--- config.mk ---
export PLATFORM = sky130hd
export DESIGN_NAME = md_pad_ports
export DESIGN_NICKNAME = d
export VERILOG_FILES = /design/src/rtl/md_pad_ports.sv
export SDC_FILE = /design/constraint.sdc
export NUM_CORES = 1
export LEC_CHECK = 0
export CORE_AREA = 2 2 100 63
export CTS_CLUSTER_SIZE = 8
export DETAILED_ROUTE_END_ITERATION = 16
export DIE_AREA = 0 0 102 65
export PLACE_DENSITY_LB_ADDON = 0.3
export SLEW_MARGIN = 20
export SYNTH_ARGS = -nofsm -noshare
export SYNTH_HDL_FRONTEND = slang
export SYNTH_SLANG_ARGS = --single-unit
--- constraint.sdc ---
create_clock -name MCLK -period 4.9 [get_ports MCLK]
set_input_delay 0.98 -clock MCLK [delete_from_list [all_inputs] [get_ports MCLK]]
set_output_delay 0.98 -clock MCLK [all_outputs]
set_load 0.005 [all_outputs]
--- src/rtl/md_pad_ports.sv ---
// rtl/md_pad_ports.sv - controller-port emulator producing 3/6-button pad pin values
//
// Purpose:
//   Emulates PORTS independent controller pads on the board I/O ports. Each
//   port follows the console-driven TH line, runs a TH phase sequencer with an
//   idle timeout, and presents the active-low pad pin values for the current
//   phase. Bit6 (TH) is never driven by the pad.
//
// Ports:
//   MCLK       in   system clock, all state on the rising edge
//   SRES       in   asynchronous active-low reset
//   port_o     in   console output value, 7 bits per port, bit6 = TH
//   port_d     in   console tristate per bit, 1 = not driven (pulled up)
//   btn        in   12 buttons per port, active-high pressed
//                   (Up, Down, Left, Right, A, B, C, Start, X, Y, Z, Mode)
//   pad6       in   per port: 1 = 6-button pad, 0 = 3-button pad
//   connected  in   per port: 0 = nothing plugged in
//   pad_i      out  registered pad-side pin values, 7 bits per port
//   phase      out  per-port sequencer phase, 3 bits per port

module md_pad_ports #(
   parameter int PORTS   = 2,
   parameter int TIMEOUT = 80000,
   parameter int CNT_W   = 17
) (
   input  logic                 MCLK,
   input  logic                 SRES,
   input  logic [7*PORTS-1:0]   port_o,
   input  logic [7*PORTS-1:0]   port_d,
   input  logic [12*PORTS-1:0]  btn,
   input  logic [PORTS-1:0]     pad6,
   input  logic [PORTS-1:0]     connected,
   output logic [7*PORTS-1:0]   pad_i,
   output logic [3*PORTS-1:0]   phase
);

   // Pin data D5..D0 for a phase; pins are active-low so a pressed button reads 0.
   function automatic logic [5:0] pad_data(input logic [2:0] ph, input logic [11:0] b);
      logic [11:0] p;
      logic [5:0]  d;
      p = ~b;
      case (ph)
         3'd1, 3'd3: d = {p[7], p[4], 2'b00, p[1], p[0]};
         3'd5:       d = {p[7], p[4], 4'b0000};
         3'd6:       d = {p[6], p[5], p[11], p[8], p[9], p[10]};
         3'd7:       d = {p[7], p[4], 4'b1111};
         default:    d = {p[6], p[5], p[3], p[2], p[1], p[0]};
      endcase
      return d;
   endfunction

   // Only the TH bit of the console drive matters to the pad.
   logic w_unused_pins;
   assign w_unused_pins = ^{port_o, port_d};

   genvar k;
   generate
      for (k = 0; k < PORTS; k++) begin : g_port
         logic             w_th;
         logic             w_edge;
         logic             w_tmo;
         logic [11:0]      w_btn;
         logic [2:0]       w_phase_nxt;
         logic [CNT_W-1:0] w_cnt_nxt;
         logic             r_th_s;
         logic             r_th_prev;
         logic [2:0]       r_phase;
         logic [CNT_W-1:0] r_cnt;
         logic [6:0]       r_pad;

         // An undriven TH pin floats high through the pull-up.
         assign w_th   = port_d[7*k+6] ? 1'b1 : port_o[7*k+6];
         assign w_btn  = btn[12*k +: 12];
         assign w_edge = r_th_s ^ r_th_prev;
         assign w_tmo  = (r_cnt == CNT_W'(TIMEOUT - 1));

         always_comb begin
            w_phase_nxt = r_phase;
            w_cnt_nxt   = r_cnt;
            if (w_edge) begin
               // An edge always wins over a timeout landing on the same cycle.
               w_cnt_nxt = '0;
               if (pad6[k]) begin
                  w_phase_nxt = r_phase + 3'd1;
               end else begin
                  w_phase_nxt = {2'b00, ~r_phase[0]};
               end
            end else begin
               if (r_cnt != CNT_W'(TIMEOUT)) begin
                  w_cnt_nxt = r_cnt + CNT_W'(1);
               end
               if (w_tmo) begin
                  // Idle too long: fall back to the first phase matching the TH level.
                  w_phase_nxt = {2'b00, ~r_th_s};
               end else if (!pad6[k]) begin
                  // 3-button pads only ever use phases 0/1; collapse if mode dropped.
                  w_phase_nxt = {2'b00, r_phase[0]};
               end
            end
         end

         always_ff @(posedge MCLK or negedge SRES) begin
            if (!SRES) begin
               r_th_s    <= 1'b1;
               r_th_prev <= 1'b1;
               r_phase   <= 3'd0;
               r_cnt     <= '0;
               r_pad     <= 7'h7f;
            end else begin
               r_th_s    <= w_th;
               r_th_prev <= r_th_s;
               r_phase   <= w_phase_nxt;
               r_cnt     <= w_cnt_nxt;
               // Output follows the next phase so pins move together with the phase.
               if (connected[k]) begin
                  r_pad <= {1'b1, pad_data(w_phase_nxt, w_btn)};
               end else begin
                  r_pad <= 7'h7f;
               end
            end
         end

         assign pad_i[7*k +: 7] = r_pad;
         assign phase[3*k +: 3] = r_phase;
      end
   endgenerate

endmodule

After elaboration in Yosys (flattened, before gate mapping). Cells that the tools add are included. Widths: inputs -> output; s select.

Flip-flop bits (word level): 58. Input bits: 58.

Add/subtract/negate cells: 4. Equal/unequal tests: 14. Multiplexer cells: 18. Bitwise gates (word level): 8. Reduce and logical (&&, ||, !) cells: 4.

Operators with widths (number): $mux 17 (4); $pmux 6 s4 (2); $add 17x1->17 const B (2); $eq 17x17->1 const B (2); $ne 17x17->1 const B (2); $mux 3 (8); $not 12->12 (2); $eq 3x3->1 const B (6); $mux 6 (2); $add 3x1->3 const B (2); $eq 3x1->1 const B (2); $eq 3x2->1 const B (2); $not 1->1 (4); $reduce_bool 2->1 (2); $reduce_or 2->1 (2); $mux 1 (2); $xor 1x1->1 (2).

Logic depth before layout (Yosys ltp).
Depth after elaboration: 7. Gate-level depth with buffers: 8.

Worst setup path before layout. Ideal clock, no wire load.

Path kind: input -> register. Start: input port pad6[0]. End: register g_port[0].r_pad[1]. Library setup time: 91 ps. Arrival time: 1947 ps. Data required time: 4809 ps. Slack: 2862 ps. Cell stages on the path: 6. Cell sequence: nand2_1 > or2_2 > o21a_1 > buf_2 > o21a_1 > o31ai_1.

Longest elaborated chain between the ends: 7.

RTL lines: from (decl) (RTL line 31) `input logic [PORTS-1:0] pad6,`; $mux 3 (RTL line 95) `end else if (!pad6[k]) begin`; $mux 3 (RTL line 92) `if (w_tmo) begin`; $mux 3 (*) (RTL line 80) `if (w_edge) begin`; $eq 3x1->1 / $eq 3x2->1 (equally long branches) (RTL line 42) `case (ph)`; $reduce_or 2->1 (RTL line 42); $pmux 6 s4 (*) (RTL line 42); $mux 6 (*) (RTL line 115) `if (connected[k]) begin`; to (signal assigned) (RTL line 116) `r_pad <= {1'b1, pad_data(w_phase_nxt, w_btn)};`; to (decl) (RTL line 69) `logic [6:0] r_pad;`.

Every way passes the cells marked *; elsewhere a longest branch is shown, timed or not. A chain may end at the register's enable or synchronous reset.

Worst setup path in the final report.
Start: register g_port[1].r_cnt[1]. End: register g_port[1].r_pad[4].

Longest elaborated chain between the ends: 7.

RTL lines: from (decl) (RTL line 68) `logic [CNT_W-1:0] r_cnt;`; from (signal assigned) (RTL line 113) `r_cnt <= w_cnt_nxt;`; $eq 17x17->1 (*) (RTL line 75) `assign w_tmo = (r_cnt == CNT_W'(TIMEOUT - 1));`; $mux 3 (*) (RTL line 92); $mux 3 (*) (RTL line 80); net g_port[1].w_phase_nxt[0] (RTL line 63) `logic [2:0] w_phase_nxt;`; $eq 3x1->1 / $eq 3x2->1 (equally long branches) (RTL line 42); $reduce_or 2->1 (RTL line 42); $pmux 6 s4 (*) (RTL line 42); $mux 6 (*) (RTL line 115); to (signal assigned) (RTL line 116); to (decl) (RTL line 69).

Mark *: on every way through the listed nets, which the timed path passes. The rest lies on a longest branch.

==> run summary <==
Area contributors post-synth - dfrtp_1, dfstp_2, xor2_1
Cell Area, Synth - 2910 um2
Sequential Power Share - 0.535
register area share after synthesis - 0.489
CP Capture Type - flip-flop
Pleak - 1.50 nW
RePlAce Congestion - 0.831
internal power - 0.745 mW
first-pass GRT wire length - 10.0 mm
htree depth - 2
die height - 65 um
most frequent cells after synthesis - nor2_1, dfrtp_1, xor2_1
Layout Nets - 406
top-area cell type share of the netlist area - 0.345
peak supply drop - 151 uV
CTS tree - yes
Syn. warnings - 0
run status - finished clean
clock sink total - 56
power per cell area - 287 nW/um2
family with the most delay on the worst path - simple AND/OR/NAND/NOR gates
DR iter-0 viols - 98
dominant synthesized flop cell - dfrtp_1
Area Overhead vs Synth - 23.0%
Mapped Avg Cell Area - 10.0 um2
max cap viols - 0
Final setup viols - 0
Post-Synth XOR/XNOR Area - 0.0965
Initial DRT Pass Iterations - 4
setup repair bufs after CTS - 0
largest net degree at the start of global routing - 37
Switching Share - 0.274
clock root buffer - clkbuf_8
CP arrival - 2.63 ns
cell taking the most area after synthesis - dfrtp_1
CP Depth - 8
RR Endpoint - g_port[1].r_pad[4]
worst path cell trace - ha_1 -> nand4_1 -> nor3_1 -> a21oi_1 -> a211oi_4 -> inv_1 -> mux2_2 -> nand2_1
RSZ-0062 raised after global routing - no
Clock power frac - 0.247
Clk Latency, worst-skew pair - 0.30 ns
Worst Reg-to-Reg Cells - 8
Setup crit end - g_port[1].r_pad[4]
mux cell area share after synthesis - 0.0263
final hold violations - 0
complex-gate fraction of the synthesized area - 0.0904
Tot Pwr - 1.03 mW
crit-path max FO - 6
share of layout cells above drive strength 1 - 0.128
setup_tns - 0 ns
initial antenna violation count - 0
global route overflow - 0
fraction of registers with async set or reset after synthesis - 1.00
Crit Path Class - reg2reg
drt drc - 0
Final min period - 2.38 ns
number of global-route vias before repair - 2,119
n_diodes - 0
core area - 5840 um2
EDFF count, synth - 0
Hold Path Origin - g_port[0].r_th_s
largest family of logic cells by synthesized area - simple AND/OR/NAND/NOR gates
total track usage - 0.195
post-cts resize count - 0
Critical-path top delay cell - nor3_1
final slew viol count - 0
cts hold-fix bufs - 0
overall routed net length - 5.86 mm
DR vias - 2,212
Gate power share - 0.218
Fmax - 0.421 GHz
Post-Layout Inst Area - 3570 um2
Worst Path Required - 5.15 ns
# IOs - 78
slowest cell delay on critical path - 0.43 ns
DP HPWL - 4.32 mm
most common cell in the netlist - nor2_1
r2r startpoint - g_port[1].r_cnt[1]
wire length per cell - 13.7 um
FF+latch count, synth - 56
num rows - 22
ANT nets after route - 0
die width - 102 um
Startpoint Class - flip-flop
Worst Skew - 0.00560 ns
CP Buf/Inv Count - 1
TritonCTS Buffers - 5
Clock Path Buffers - 2
Final period util - 0.485
vias per inst - 5.18
Adder-Cell Fraction of Synth Area - 0.0258
Min-Delay Path Class - reg2reg
R2R setup slack - 2.52 ns
Placed Instance Area - 3480 um2
Worst Setup SP - g_port[1].r_cnt[1]
Synth cell types - 48
# port buffers - 51
die area - 6630 um2
Switching Power - 0.281 mW
Post-Syn Instances - 290
Synth Area in Simple Gates - 0.236
Worst-path clk slew - 0.09 ns
initial core utilization - 0.498
==> flip-flops by register name, summed over array words and instances, names as in the netlist <==
name and count:
g_port.r_th_prev 2, g_port.r_cnt 34, g_port.r_phase 6, g_port.r_th_s 2, g_port.r_pad 12
==> power by group through the flow <==
| stage | logic, mW | clock network, mW | registers, mW |
|---|---|---|---|
| after floorplan | 0.131 | 0 | 0.550 |
| after global placement | 0.220 | 0 | 0.555 |
| after detailed placement | 0.226 | 0 | 0.556 |
| after CTS | 0.227 | 0.263 | 0.548 |
| after global routing | 0.252 | 0.282 | 0.556 |
| final | 0.224 | 0.254 | 0.549 |
==> metal layers <==
| metal | up-vias | part of all wire | GRT usage | routed length, um |
|---|---|---|---|---|
| li1 | 1102 | - | - | - |
| met1 | 1030 | 0.49 | 0.276 | 2890 |
| met2 | 75 | 0.40 | 0.273 | 2370 |
| met3 | 5 | 0.092 | 0.0831 | 537 |
| met4 | 0 | 0.011 | 0.0550 | 64 |
| met5 | - | 0 | 0 | 0 |
==> placed cells by master, fill, tap and decap left out, types with 3 or more instances in the layout <==
cell type / Yosys / final
clkdlybuf4s50_1: 0 / 50
nor2_1: 41 / 41
dfrtp_1: 40 / 40
xor2_1: 23 / 23
nand3_1: 22 / 22
nand2_1: 19 / 19
dfstp_2: 16 / 16
inv_1: 11 / 11
xnor2_1: 9 / 9
a21oi_1: 9 / 9
o21ai_0: 8 / 8
nor3_1: 7 / 7
nand4_1: 7 / 7
nor4b_1: 6 / 6
ha_1: 6 / 6
clkbuf_8: 0 / 6
mux2_2: 5 / 5
or2_2: 4 / 4
and3_1: 4 / 4
or3_1: 4 / 4
and2_1: 3 / 3
o21a_1: 3 / 3
nor3b_1: 3 / 3
buf_4: 3 / 3
==> logic make-up after synthesis <==
group,Yosys count
buf+inv,21
xor+xnor,32
mux,7
other cells,1
fa+ha+maj,6
flops,56
simple gates,130
compound gates,37
==> cell type report <==
| cell class | instances | area [um2] |
|---|---|---|
| fill | 503 | 2260 |
| sequential | 56 | 1420 |
| multi-input combinational | 214 | 1390 |
| timing repair buffer | 54 | 528 |
| tap | 84 | 105 |
| clock buffer | 8 | 90.1 |
| inverter | 11 | 41.3 |
==> worst register-to-register path, cell delays in order, from the launching register on <==
cell and delay [ns]:
dfrtp_1 0.42, ha_1 0.22, nand4_1 0.24, nor3_1 0.43, a21oi_1 0.20, a211oi_4 0.31, inv_1 0.15, mux2_2 0.30
nand2_1 0.06
==> how the worst min path moves through the flow <==
stage / slack (ns) / depth (start not counted) / end
6_report: 0.42 / 0 / g_port[0].r_th_prev
4_1_cts: 0.42 / 0 / g_port[0].r_th_prev
5_1_grt: 0.43 / 0 / g_port[0].r_th_prev
3_3_place_gp: 0.40 / 0 / g_port[0].r_th_prev
2_1_floorplan: 0.39 / 0 / g_port[0].r_th_prev
3_5_place_dp: 0.41 / 0 / g_port[0].r_th_prev
==> stage by stage <==
stage	util	std cells	hold WS (ns)	setup slack (ns)
4_1_cts	0.613	427	0.421	2.54
6_report	0.613	427	0.420	2.52
3_3_place_gp	0.597	419	0.404	2.29
2_1_floorplan	-	291	0.391	2.86
5_1_grt	0.613	427	0.430	2.31
3_5_place_dp	0.597	419	0.408	2.25
(Power assumes the default switching activity.)
